==> config.mk <==
export PLATFORM = sky130hd
export DESIGN_NAME = wb_port_arbiter_flat
export DESIGN_NICKNAME = d
export VERILOG_FILES = /design/src/rtl/wb_arb_pkg.sv /design/src/rtl/wb_port_arbiter_if.sv /design/src/rtl/wb_req_fifo.sv /design/src/rtl/wb_port_arbiter.sv /design/src/flat_wrapper.sv
export SDC_FILE = /design/constraint.sdc
export NUM_CORES = 1
export LEC_CHECK = 0
export ABC_AREA = 1
export BUFFER_PORTS_ARGS = -buffer_cell sky130_fd_sc_hd__buf_2
export CORE_MARGIN = 1
export CORE_UTILIZATION = 50
export CTS_CLUSTER_DIAMETER = 150
export CTS_CLUSTER_SIZE = 24
export DETAILED_ROUTE_END_ITERATION = 10
export GPL_TIMING_DRIVEN = 1
export PLACE_DENSITY = 0.78
export REMOVE_ABC_BUFFERS = 1
export SLEW_MARGIN = 20
export SYNTH_ARGS = -nofsm -noshare
export SYNTH_HDL_FRONTEND = slang
export SYNTH_SLANG_ARGS = --single-unit
==> constraint.sdc <==
create_clock -name clk -period 2.3 [get_ports clk]
set_clock_uncertainty 0.05 [all_clocks]
set_input_delay 0.23 -clock clk [delete_from_list [all_inputs] [get_ports clk]]
set_output_delay 0.23 -clock clk [all_outputs]
set_load 0.05 [all_outputs]
==> src/rtl/wb_arb_pkg.sv <==
// Shared types for the register-file write-port arbiter: request record and
// write-source select.
package wb_arb_pkg;

  localparam int unsigned XLEN_DEF   = 32;
  localparam int unsigned REG_ADDR_W = 5;

  typedef struct packed {
    logic [REG_ADDR_W-1:0] rd;
    logic [XLEN_DEF-1:0]   data;
  } wb_req_t;

  typedef enum logic [1:0] {
    SRC_NONE,
    SRC_PIPE,
    SRC_MDU
  } wb_src_e;

endpackage

==> src/rtl/wb_port_arbiter_if.sv <==
// Bundle of WB-stage, MDU and regfile signals around the write-port arbiter.
// The arbiter takes the slave side; the pipeline/MDU/regfile environment takes the master side.
interface wb_port_arbiter_if
  import wb_arb_pkg::*;
#(
  parameter int unsigned XLEN = XLEN_DEF
);

  logic                  wb_enable;
  logic [REG_ADDR_W-1:0] wb_rd;
  logic [XLEN-1:0]       wb_data;

  logic                  mdu_valid;
  logic [REG_ADDR_W-1:0] mdu_rd;
  logic [XLEN-1:0]       mdu_data;
  logic                  mdu_ready;

  logic                  rf_we;
  logic [REG_ADDR_W-1:0] rf_rd;
  logic [XLEN-1:0]       rf_wdata;

  logic                  stall_o;
  logic [31:0]           pending_mask;

  modport slave (
    input  wb_enable, wb_rd, wb_data,
    input  mdu_valid, mdu_rd, mdu_data,
    output mdu_ready,
    output rf_we, rf_rd, rf_wdata,
    output stall_o, pending_mask
  );

  modport master (
    output wb_enable, wb_rd, wb_data,
    output mdu_valid, mdu_rd, mdu_data,
    input  mdu_ready,
    input  rf_we, rf_rd, rf_wdata,
    input  stall_o, pending_mask
  );

endinterface

==> src/rtl/wb_req_fifo.sv <==
// DEPTH-entry synchronous FIFO of buffered MDU write requests. Per-entry valid
// bits and rd fields are exposed so the top can build the pending-register mask.
module wb_req_fifo
  import wb_arb_pkg::*;
#(
  parameter int unsigned DEPTH = 2
) (
  input  logic                  clk,
  input  logic                  rst_n,
  input  logic                  push,
  input  wb_req_t               push_req,
  input  logic                  pop,
  output wb_req_t               head,
  output logic                  full,
  output logic                  empty,
  output logic [DEPTH-1:0]      entry_vld,
  output logic [REG_ADDR_W-1:0] entry_rd [DEPTH]
);

  localparam int unsigned PW = (DEPTH > 1) ? $clog2(DEPTH) : 1;
  localparam int unsigned CW = $clog2(DEPTH) + 1;

  wb_req_t          mem_q [DEPTH];
  wb_req_t          mem_d [DEPTH];
  logic [DEPTH-1:0] vld_q, vld_d;
  logic [PW-1:0]    rd_ptr_q, rd_ptr_d;
  logic [PW-1:0]    wr_ptr_q, wr_ptr_d;
  logic [CW-1:0]    count_q, count_d;

  assign full  = (count_q == CW'(DEPTH));
  assign empty = (count_q == '0);
  assign head  = mem_q[rd_ptr_q];

  always_comb begin
    entry_vld = vld_q;
    for (int unsigned i = 0; i < DEPTH; i++) begin
      entry_rd[i] = mem_q[i].rd;
    end
  end

  // Caller guarantees push only when !full and pop only when !empty, so the
  // write and read slots never coincide within one cycle.
  always_comb begin
    mem_d    = mem_q;
    vld_d    = vld_q;
    rd_ptr_d = rd_ptr_q;
    wr_ptr_d = wr_ptr_q;
    count_d  = count_q;
    if (push) begin
      mem_d[wr_ptr_q] = push_req;
      vld_d[wr_ptr_q] = 1'b1;
      wr_ptr_d        = wr_ptr_q + PW'(1);
    end
    if (pop) begin
      vld_d[rd_ptr_q] = 1'b0;
      rd_ptr_d        = rd_ptr_q + PW'(1);
    end
    case ({push, pop})
      2'b10:   count_d = count_q + CW'(1);
      2'b01:   count_d = count_q - CW'(1);
      default: count_d = count_q;
    endcase
  end

  always_ff @(posedge clk) begin
    if (!rst_n) begin
      mem_q    <= '{default: '0};
      vld_q    <= '0;
      rd_ptr_q <= '0;
      wr_ptr_q <= '0;
      count_q  <= '0;
    end else begin
      mem_q    <= mem_d;
      vld_q    <= vld_d;
      rd_ptr_q <= rd_ptr_d;
      wr_ptr_q <= wr_ptr_d;
      count_q  <= count_d;
    end
  end

endmodule

==> src/rtl/wb_port_arbiter.sv <==
// Shares the regfile write port between the WB stage (priority) and buffered MDU
// results; a starvation timer forces a one-cycle pipeline stall to drain the FIFO head.
module wb_port_arbiter
  import wb_arb_pkg::*;
#(
  parameter int unsigned XLEN     = XLEN_DEF,
  parameter int unsigned DEPTH    = 2,
  parameter int unsigned MAX_WAIT = 4
) (
  input  logic               clk,
  input  logic               rst_n,
  wb_port_arbiter_if.slave   bus
);

  localparam int unsigned WW = (MAX_WAIT > 1) ? $clog2(MAX_WAIT) : 1;

  wb_req_t               push_req;
  wb_req_t               fifo_head;
  logic                  fifo_full;
  logic                  fifo_empty;
  logic [DEPTH-1:0]      entry_vld;
  logic [REG_ADDR_W-1:0] entry_rd [DEPTH];
  logic                  push;
  logic                  pop;
  logic                  mdu_ready;
  wb_src_e               src;

  logic [WW-1:0]         wait_cnt_q, wait_cnt_d;
  logic                  stall_q, stall_d;

  wb_req_fifo #(
    .DEPTH (DEPTH)
  ) u_fifo (
    .clk       (clk),
    .rst_n     (rst_n),
    .push      (push),
    .push_req  (push_req),
    .pop       (pop),
    .head      (fifo_head),
    .full      (fifo_full),
    .empty     (fifo_empty),
    .entry_vld (entry_vld),
    .entry_rd  (entry_rd)
  );

  // Ready comes only from the registered fill level, so a same-cycle dequeue
  // never opens a slot for the MDU.
  assign mdu_ready     = rst_n && !fifo_full;
  assign bus.mdu_ready = mdu_ready;
  assign push          = bus.mdu_valid && mdu_ready && (bus.mdu_rd != '0);
  assign push_req      = '{rd: bus.mdu_rd, data: bus.mdu_data};
  assign bus.stall_o   = stall_q;

  always_comb begin
    src = SRC_NONE;
    if (rst_n) begin
      if (stall_q && !fifo_empty) begin
        src = SRC_MDU;
      end else if (bus.wb_enable && (bus.wb_rd != '0)) begin
        src = SRC_PIPE;
      end else if (!fifo_empty) begin
        src = SRC_MDU;
      end
    end
  end

  assign pop = (src == SRC_MDU);

  always_comb begin
    bus.rf_we    = 1'b0;
    bus.rf_rd    = '0;
    bus.rf_wdata = '0;
    case (src)
      SRC_PIPE: begin
        bus.rf_we    = 1'b1;
        bus.rf_rd    = bus.wb_rd;
        bus.rf_wdata = bus.wb_data;
      end
      SRC_MDU: begin
        bus.rf_we    = 1'b1;
        bus.rf_rd    = fifo_head.rd;
        bus.rf_wdata = fifo_head.data;
      end
      default: ;
    endcase
  end

  // The stall cycle always dequeues, which clears the counter, so stall_q
  // can never assert in back-to-back cycles.
  always_comb begin
    wait_cnt_d = wait_cnt_q;
    stall_d    = 1'b0;
    if (fifo_empty || pop) begin
      wait_cnt_d = '0;
    end else if (wait_cnt_q == WW'(MAX_WAIT - 1)) begin
      wait_cnt_d = '0;
      stall_d    = 1'b1;
    end else begin
      wait_cnt_d = wait_cnt_q + WW'(1);
    end
  end

  always_ff @(posedge clk) begin
    if (!rst_n) begin
      wait_cnt_q <= '0;
      stall_q    <= 1'b0;
    end else begin
      wait_cnt_q <= wait_cnt_d;
      stall_q    <= stall_d;
    end
  end

  always_comb begin
    bus.pending_mask = '0;
    for (int unsigned i = 0; i < DEPTH; i++) begin
      if (entry_vld[i]) begin
        bus.pending_mask[entry_rd[i]] = 1'b1;
      end
    end
    bus.pending_mask[0] = 1'b0;
    if (!rst_n) begin
      bus.pending_mask = '0;
    end
  end

endmodule
==> src/flat_wrapper.sv <==
// flat-port wrapper written by rule: the top's interface ports become plain ports
module wb_port_arbiter_flat import wb_arb_pkg::*;
#(
  parameter int unsigned XLEN     = XLEN_DEF,
  parameter int unsigned DEPTH    = 2,
  parameter int unsigned MAX_WAIT = 4
)
  (clk, rst_n, bus_wb_enable, bus_wb_rd, bus_wb_data, bus_mdu_valid, bus_mdu_rd, bus_mdu_data, bus_mdu_ready, bus_rf_we, bus_rf_rd, bus_rf_wdata, bus_stall_o, bus_pending_mask);
  wb_port_arbiter_if #(.XLEN(XLEN)) bus_i ();
  input  logic clk;
  input  logic rst_n;
  input wire logic [$bits(bus_i.wb_enable)-1:0] bus_wb_enable;
  input wire logic [$bits(bus_i.wb_rd)-1:0] bus_wb_rd;
  input wire logic [$bits(bus_i.wb_data)-1:0] bus_wb_data;
  input wire logic [$bits(bus_i.mdu_valid)-1:0] bus_mdu_valid;
  input wire logic [$bits(bus_i.mdu_rd)-1:0] bus_mdu_rd;
  input wire logic [$bits(bus_i.mdu_data)-1:0] bus_mdu_data;
  output wire logic [$bits(bus_i.mdu_ready)-1:0] bus_mdu_ready;
  output wire logic [$bits(bus_i.rf_we)-1:0] bus_rf_we;
  output wire logic [$bits(bus_i.rf_rd)-1:0] bus_rf_rd;
  output wire logic [$bits(bus_i.rf_wdata)-1:0] bus_rf_wdata;
  output wire logic [$bits(bus_i.stall_o)-1:0] bus_stall_o;
  output wire logic [$bits(bus_i.pending_mask)-1:0] bus_pending_mask;
  assign bus_i.wb_enable = bus_wb_enable;
  assign bus_i.wb_rd = bus_wb_rd;
  assign bus_i.wb_data = bus_wb_data;
  assign bus_i.mdu_valid = bus_mdu_valid;
  assign bus_i.mdu_rd = bus_mdu_rd;
  assign bus_i.mdu_data = bus_mdu_data;
  assign bus_mdu_ready = bus_i.mdu_ready;
  assign bus_rf_we = bus_i.rf_we;
  assign bus_rf_rd = bus_i.rf_rd;
  assign bus_rf_wdata = bus_i.rf_wdata;
  assign bus_stall_o = bus_i.stall_o;
  assign bus_pending_mask = bus_i.pending_mask;
  wb_port_arbiter #(.XLEN(XLEN), .DEPTH(DEPTH), .MAX_WAIT(MAX_WAIT)) u_core (.clk(clk), .rst_n(rst_n), .bus(bus_i));
endmodule
# Yosys cells after proc, flatten, opt, wreduce, memory -nomap -nowiden
# Cells that the tools add are included.
# word_totals
register_bits	83
inputBits	78
output_inout_bits	72
elab_cells	87
# classes
addsub	5
order_cmp	11
eq_ne	6
n_mux	28
bitwise	7
n_reduce_logical	20
# op_table
op	count
37-bit 2-to-1 mux	4
32-bit 2-to-1 mux	3
74-bit bitwise mux	1
32-bit case mux with 2 select lines	1
37-bit demux with 1-bit select	1
32-bit bitwise OR	1
5-bit by 6-bit less-than comparator with 1-bit output, second input constant	2
2-bit 2-to-1 mux	6
1-bit demux with 5-bit select	2
5-bit by 1-bit greater-or-equal comparator with 1-bit output, second input constant	2
1-bit logical AND	10
5-bit case mux with 2 select lines	1
5-bit nonzero test	2
2-bit == test, second input constant	4
1-bit 2-to-1 mux	6
2-bit by 1-bit adder with 2-bit output, second input constant	2
2-bit by 1-bit == test with 1-bit output, second input constant	2
2-bit greater-or-equal comparator, second input constant	2
1-bit by 2-bit less-than comparator with 1-bit output, second input constant	2
1-bit inverter with 2-bit output	2
2-bit case mux with 2 select lines	1
2-bit OR reduction	2
3-bit OR reduction	1
1-bit adder, second input constant	2
12 further kinds	15

# Longest topological paths before layout
# Gate-level depths: netlist of run 1.
# depth
depth_word	8
ltp_mapped	12
ltp_nobuf	11

# By module
# From an unflattened synthesis of run 1, not the netlist that was laid out.
# unflattened
cells_unflattened	801
hier_area_um2	4774.6
# modules_own_cells
module	instances	cells_per_inst	area_each_um2	seq_area_each_um2
wb_req_fifo	1	487	3372.0	1601.5
wb_port_arbiter	1	314	1402.6	60.1

# Worst setup path before layout of run 1
# OpenSTA, ideal clock, no wires.
# synth_timing
path_type	register to output
startpoint	register u_core.stall_q (netlist: u_core.bus.stall_o)
endpoint	output bus_rf_rd[0]
arrival_ns	2.268
t_required_ns	2.020
slack_ns	-0.248
stages_incl_launch_ff	8
n_path_buf	1
path_cell_list	dfxtp_1 -> o21ai_0 -> nand4_1 -> ha_1 -> inv_1 -> clkbuf_1 -> nand2_1 -> inv_1
# synth_between
elab_chain_len	5
word_cells_on_any_way	6
classes_between	eq/ne (2); mux (3); reduce/logical (1)
# synth_lines
element	line_no	text
start, declared	wb_port_arbiter.sv:29	logic stall_q, stall_d;
start signal, assigned	wb_port_arbiter.sv:109	stall_q <= stall_d;
1-bit logical AND (*)	wb_port_arbiter.sv:57	if (stall_q && !fifo_empty) begin
2-bit 2-to-1 mux (*)	wb_port_arbiter.sv:57	
2-bit 2-to-1 mux (*)	wb_port_arbiter.sv:56	if (rst_n) begin
2-bit == test or 2-bit by 1-bit == test with 1-bit output (tied branches)	wb_port_arbiter.sv:73	case (src)
5-bit case mux with 2 select lines (*)	wb_port_arbiter.sv:73	
end, declared	flat_wrapper.sv:20	output wire logic [$bits(bus_i.rf_rd)-1:0] bus_rf_rd;
# Mark *: on every way between the ends. The rest lies on a longest branch, timed or not.

# Worst setup path in the final report of run 1
# layout_timing
startpoint	register u_core.u_fifo.count_q[0]
endpoint	output bus_rf_wdata[13]
# layout_between
elab_chain_len	7
word_cells_on_any_way	10
classes_between	eq/ne (2); mux (5); reduce/logical (3)
# layout_lines
element	line_no	text
start, declared	wb_req_fifo.sv:28	logic [CW-1:0] count_q, count_d;
start signal, assigned	wb_req_fifo.sv:77	count_q <= count_d;
2-bit logical NOT (*)	wb_req_fifo.sv:31	assign empty = (count_q == '0);
2-bit 2-to-1 mux or 1-bit logical NOT (tied branches)	wb_port_arbiter.sv:61, wb_port_arbiter.sv:57	
2-bit 2-to-1 mux or 1-bit logical AND (tied branches)	wb_port_arbiter.sv:59, wb_port_arbiter.sv:57	
2-bit 2-to-1 mux (*)	wb_port_arbiter.sv:57	
2-bit 2-to-1 mux (*)	wb_port_arbiter.sv:56	
2-bit == test or 2-bit by 1-bit == test with 1-bit output (tied branches)	wb_port_arbiter.sv:73	
32-bit case mux with 2 select lines (*)	wb_port_arbiter.sv:73	
end, declared	flat_wrapper.sv:21	output wire logic [$bits(bus_i.rf_wdata)-1:0] bus_rf_wdata;
# Marks and branches as above.

==> results of run 1 <==
-- placed cells by master, fill, tap and decap left out, drive strengths merged --
cell type	n
a21oi	26
clkbuf	14
nor2	188
buf	172
clkinv	4
dfxtp	83
ha	4
inv	139
o21ai	4
bufinv	1
o221ai	37
nand2	251
nand3	16
nand3b	1
nor3	13
nor4	1
a22oi	11
conb	1
nand4	3
-- sequential cells by signal (all words and copies together), names as in the netlist --
name	flops
u_core.u_fifo.entry_vld	2
u_core.u_fifo.count_q	2
u_core.u_fifo.rd_ptr_q	1
u_core.bus.stall_o	1
u_core.u_fifo.entry_rd	10
u_core.u_fifo.mem_q	64
u_core.u_fifo.wr_ptr_q	1
u_core.wait_cnt_q	2
-- area by class of cell --
| class | count | area (µm²) | area share [%] |
|---|---|---|---|
| clock buffer | 10 | 138 | 2.07 |
| clock inverter | 5 | 61.3 | 0.923 |
| inverter | 139 | 522 | 7.86 |
| multi-input combinational | 556 | 2710 | 40.8 |
| sequential | 83 | 1670 | 25.1 |
| tap | 129 | 161 | 2.43 |
| timing repair buffer | 176 | 1380 | 20.8 |
-- routing by layer --
metal / track usage (%) / vias up / wire, µm
li1: - / 2788 / -
met1: 34.1 / 2369 / 6040
met2: 47.6 / 225 / 7080
met3: 6.52 / 21 / 994
met4: 7.36 / 0 / 223
met5: 0 / - / 0
-- worst max-delay path, stage by stage, from the launching register on --
cell	delay, ps
dfxtp_4	360
o21ai_1	160
nand4_1	210
ha_4	270
nand2_8	130
clkbuf_16	180
o221ai_1	110
nand2_1	90
inv_2	40
buf_6	140
-- power by group through the flow --
stage          clock network, W  registers [W]  logic [W]
6_report                0.00106        0.00156   0.000754
5_1_grt                 0.00113        0.00156   0.000835
4_1_cts                 0.00108        0.00155   0.000696
3_5_place_dp                  0        0.00159   0.000650
3_3_place_gp                  0        0.00158   0.000644
2_1_floorplan                 0        0.00158   0.000407
-- stage by stage --
| stage | total power, W | std cells | util, % | area, µm² |
|---|---|---|---|---|
| after floorplan | 0.00199 | 778 | - | 4660 |
| after global placement | 0.00223 | 1075 | 61.8 | 5800 |
| after detailed placement | 0.00224 | 1075 | 61.8 | 5800 |
| after CTS | 0.00333 | 1093 | 67.7 | 6350 |
| after global routing | 0.00353 | 1098 | 70.9 | 6640 |
| final | 0.00337 | 1098 | 70.9 | 6640 |
-- logic make-up after synthesis --
kind of cell / synth area share (%)
AOI/OAI and AO/OA: 11.4
and+or+nand+nor: 38.1
other: 0.0767
buffers and inverters: 15.5
DFF: 34.0
adders and majority gates: 1.02
-- how the worst max path moves through the flow --
| stage | slack (ps) | end | depth (start not counted) | start |
|---|---|---|---|---|
| floorplan | -640 | bus_rf_rd[0] | 8 | rst_n |
| global placement | 40 | bus_rf_rd[1] | 13 | bus_wb_rd[4] |
| detailed placement | -2 | bus_rf_rd[1] | 13 | bus_wb_rd[4] |
| CTS | -20 | bus_rf_rd[2] | 10 | u_core.u_fifo.count_q[0]$_SDFFE_PN0P_ |
| global route | -100 | bus_rf_wdata[9] | 11 | u_core.u_fifo.count_q[1]$_SDFFE_PN0P_ |
| finish | -20 | bus_rf_wdata[13] | 9 | u_core.u_fifo.count_q[0]$_SDFFE_PN0P_ |
-- repair_timing --
item / CTS / global route
cloned: 1 / 4
pin swaps: 2 / 7
gates resized for setup: 91 / 41
setup buffers: 2 / 1
setup endpoints to repair: 37 / 38
==> results.md, run 1 <==
* Pins over their slew limit at 0
* Post-synth ARST share at 0%
* TritonCTS clock tree: yes
* Routability cong. at 0.856
* R2r setup slk at 310 ps
* Area fraction of the dominant cell type after synthesis at 34.0%
* Worst hold start: bus_mdu_data[5]
* CTS H-Tree Depth at 3
* Clock power share at 31.5%
* Switching portion of total power at 31.2%
* WL/cell at 13.1 µm
* Placed wire-length estimate at 8.94 mm
* Critical Path RT at 2020 ps
* Drt total wl at 14.3 mm
* Slew HR at 45.5%
* # setup viols final at 11
* Die height at 101 µm
* Worst r2r src: u_core.u_fifo.count_q[0]$_SDFFE_PN0P_
* Die Wd at 101 µm
* Critical path peak fanout at 8
* Cell variety after synth at 26
* Die ar. at 10200 µm²
* Clock-pin slew on the worst setup and hold paths at 90 ps
* Max IR drop VDD at 0.331 mV
* Synth area leaders: dfxtp_1, nand2_1, nor2_1, inv_1, o221ai_1
* Combinational share of power at 22.4%
* Violated checks: setup timing
* Initial antenna violation count at 0
* # DRC at 0
* FP Rows at 35
* CTS hold repair buffers at 0
* Setup TNS at -113 ps
* Slew @ Worst Pin at 818 ps
* Clk_lat worst skew at 350 ps
* Pre-CTS WS at -1.66 ps
* Min Tclk post-route at 2320 ps
* Syn. warnings at 0
* Setup ws final at -22.9 ps
* CP arrival at 2040 ps
* Hold Slack at 66.3 ps
* Final hold vios at 0
* Pint at 0.00232 W
* P_sw at 0.00105 W
* Top post-synthesis cells by count: nand2_1, nor2_1, inv_1, dfxtp_1, o221ai_1
* Area growth syn-to-layout at 35.8%
* Gr ovfl total at 0
* Largest net degree at the start of global routing at 79
* WHS Path Cells at 3
* Maxcap violations at 0
* Number of buffers created by CTS at 9
* Fin nets at 1047
* Top-count cell post-synth: nand2_1
* Mapped Avg Cell Area at 5.94 µm²
* Leak Pwr at 3.67 nW
* Layout cell share with drive strength beyond 1 at 24.3%
* Via count at 5403
* Worst setup SP type: register
* I/O Pins at 150
* Biggest area consumer among synthesized cells: dfxtp_1
* Status: complete, but fails checks
* #FFs+latches synth at 83
* RSZ-0062 raised after global routing: yes
* CTS Root Cell: clkbuf_8
* GRT Resource Usage Total at 27.5%
* Initial drt markers at 264
* Core ar. at 9370 µm²
* Top FF cell, synth: dfxtp_1
* Number of flops mapped to enable cells by yosys at 0
* Layout fillers at 850
* Fraction of the cycle the final worst path needs at 101%
* I/O Buffers at 148
* Seq/Total Area, Yosys at 34.0%
* Pwr Density at 508 nW/µm²
* Share of power burned in registers at 46.2%
* Setup crit end kind: output port
* Number of cells on the worst reg-to-reg path at 9
* Critical path class: register to output port
* First-pass GRT wire length at 22.3 mm
* Avg Vias per Cell at 4.92
* Cell count after synthesis at 823
* Mapped Area at 4890 µm²
* Fmax at 430 MHz
* DR pass1 iterations at 5
* Initial Util at 52.2%
* Longest Clk Path Bufs at 2
* ANT nets after route at 0
* Reg-to-Reg End: u_core.u_fifo.count_q[1]$_SDFFE_PN0P_
* Worst hold endpoint: u_core.u_fifo.mem_q[5]$_SDFFE_PN0P_
* Sink Count at 83
* Number of global-route vias before repair at 4814
* Ant diodes at 0
* Hold Path Class: input port to register
(Power assumes the default switching activity.)
==> run 2, diff against run 1 <==
--- a/config.mk
+++ b/config.mk
@@ -7,13 +7,14 @@
 export LEC_CHECK = 0
 export ABC_AREA = 1
 export BUFFER_PORTS_ARGS = -buffer_cell sky130_fd_sc_hd__buf_2
+export CAP_MARGIN = 20
 export CORE_MARGIN = 1
 export CORE_UTILIZATION = 50
 export CTS_CLUSTER_DIAMETER = 150
 export CTS_CLUSTER_SIZE = 24
 export DETAILED_ROUTE_END_ITERATION = 10
 export GPL_TIMING_DRIVEN = 1
-export PLACE_DENSITY = 0.78
+export PLACE_DENSITY = 0.86
 export REMOVE_ABC_BUFFERS = 1
 export SLEW_MARGIN = 20
 export SYNTH_ARGS = -nofsm -noshare
==> run 2 against run 1 <==
- clock power about the same
- combinational power about the same
- power decreased by 0.53%
- first-iteration DRC count increased by 33%
- via count increased by 2.5%
- sequential share of layout area increased by 0.15 points
- the flow still finishes with violations (setup timing)
- fmax decreased by 1.4%
- count of clock-buffer cells in the layout unchanged
- design area decreased by 0.58%
==> results.md, run 2 (synthesis gave the netlist of run 1 again) <==
* Status: complete, but fails checks
* Violated checks: setup timing
* Pins over their slew limit at 0
* Clock-pin slew on the worst setup and hold paths at 90 ps
* Hold Slack at 68.7 ps
* CP top delay family: buffers and inverters
* Critical path cell sequence: nor2_4 > nor2_4 > o21ai_2 > inv_2 > ha_4 > nand2_8 > clkbuf_16 > o221ai_1 > nand2_1 > inv_1 > buf_6
* Final hold vios at 0
* WHS Path Cells at 3
* Worst hold endpoint: u_core.u_fifo.mem_q[26]$_SDFFE_PN0P_
* Min Tclk post-route at 2360 ps
* Hold Path Class: input port to register
* Buf/Inv on CP at 4
* I/O Pins at 150
* Layout cell share with drive strength beyond 1 at 24.8%
* Critical Path RT at 2020 ps
* Initial drt markers at 351
* RSZ-0062 raised after global routing: yes
* Number of cells on the worst reg-to-reg path at 10
* Worst hold start: bus_mdu_data[26]
* Max IR drop VDD at 0.323 mV
* Ant diodes at 0
* Leak Pwr at 3.64 nW
* ANT nets after route at 0
* I/O Buffers at 148
* CP max stage delay at 380 ps
* Fin nets at 1048
* Maxcap violations at 0
* Most frequent cell on the critical path: nor2_4
* Reg-to-Reg End: u_core.u_fifo.count_q[1]$_SDFFE_PN0P_
* Pwr Density at 508 nW/µm²
* Placed wire-length estimate at 8.84 mm
* Worst path slowest cell: dfxtp_4
* Number of global-route vias before repair at 4806
* Number of buffers created by CTS at 9
* Critical path peak fanout at 7
* Avg Vias per Cell at 5.04
* DR pass1 iterations at 7
* Core ar. at 9370 µm²
* First-pass GRT wire length at 21.8 mm
* R2r setup slk at 350 ps
* Setup ws final at -55.4 ps
* Initial Util at 52.2%
* Fraction of the cycle the final worst path needs at 102%
* Clk_lat worst skew at 340 ps
* Final non-filler cell total at 1098
* Slew @ Worst Pin at 794 ps
* Largest net degree at the start of global routing at 79
* Final Cell Area at 6600 µm²
* Pre-CTS WS at 65.1 ps
* Most frequent cells in the layout: nand2_1, nor2_1, inv_1
* # setup viols final at 6
* TritonCTS clock tree: yes
* Critical path class: register to output port
* CTS Root Cell: clkbuf_8
* Cells after DPL at 1073
* # DRC at 0
* Sink Count at 83
* Setup crit end kind: output port
* Top reg by flops: u_core.u_fifo.mem_q
* Initial antenna violation count at 0
* Fmax at 425 MHz
* Longest Clk Path Bufs at 2
* CTS H-Tree Depth at 3
* Die ar. at 10200 µm²
* WL/cell at 13.3 µm
* Total power at 0.00335 W
* DP Area at 5740 µm²
* GRT Resource Usage Total at 26.5%
* Routability cong. at 0.900
* Drt total wl at 14.6 mm
* Slew HR at 47.1%
* Via count at 5539
* Max reg flops at 64
* Die height at 101 µm
* Worst setup SP type: register
* Area growth syn-to-layout at 35.0%
* Commonest non-fill, non-tap cell in the layout: nand2_1
* Worst r2r src: u_core.u_fifo.count_q[0]$_SDFFE_PN0P_
* FP Rows at 35
* Gr ovfl total at 0
* CP arrival at 2080 ps
* Die Wd at 101 µm
run 2: cell count changes in the layout (fill, tap and decap cells not counted), sizes merged:
cell	previous run	this run
buf	172	173
clkinv	4	1
inv	139	138
clkinvlp	0	3
run 2: cell type report:
cell class              instances  area (µm²)
inverters                     139         522
repair buffers                177        1360
fillers                       790        2770
well taps                     129         161
clock buffers                  10         138
multi-input cells             556        2710
clock inverters                 4        52.6
flip-flops and latches         83        1670
run 2: where the power goes:
part	leakage [nW]	switching (W)	internal, W
registers	0.679	0.0000370	0.00152
logic	2.87	0.000488	0.000264
clock network	0.0865	0.000526	0.000520
total	3.64	0.00105	0.00230
run 2: how the worst max path moves through the flow:
stage	from	endpoint	cells past startpoint
after floorplan	rst_n	bus_rf_rd[0]	8
after global placement	bus_wb_rd[4]	bus_rf_wdata[6]	13
after detailed placement	rst_n	bus_rf_rd[3]	12
after CTS	u_core.u_fifo.count_q[0]$_SDFFE_PN0P_	bus_rf_wdata[19]	11
after global routing	u_core.u_fifo.count_q[1]$_SDFFE_PN0P_	bus_rf_wdata[26]	11
final	u_core.u_fifo.count_q[0]$_SDFFE_PN0P_	bus_rf_wdata[26]	11
run 2: stage by stage:
stage	TNS (ps)	utilization, %
floorplan	-24010	-
global route	-2580	70.5
CTS	-239	65.6
global placement	0	61.3
detailed placement	0	61.3
finish	-69.7	70.5
run 2: worst min-delay path, delay by kind of cell:
kind,cells,cell delay (ps)
simple gates,2,120
buf+inv,1,90
run 2: what timing repair did:
item,in CTS,in global routing
gates resized for setup,64,77
endpoints found under the setup margin,38,39
pin swaps,1,11
hold buffers,0,0
cloned,0,5
buffers inserted,2,4
run 2: routing by layer:
layer / wire, µm / vias to the layer above / global-route usage [%]
li1: - / 2784 / -
met1: 6070 / 2436 / 33.4
met2: 7100 / 275 / 47.0
met3: 1060 / 44 / 3.54
met4: 365 / 0 / 8.03
met5: 0 / - / 0
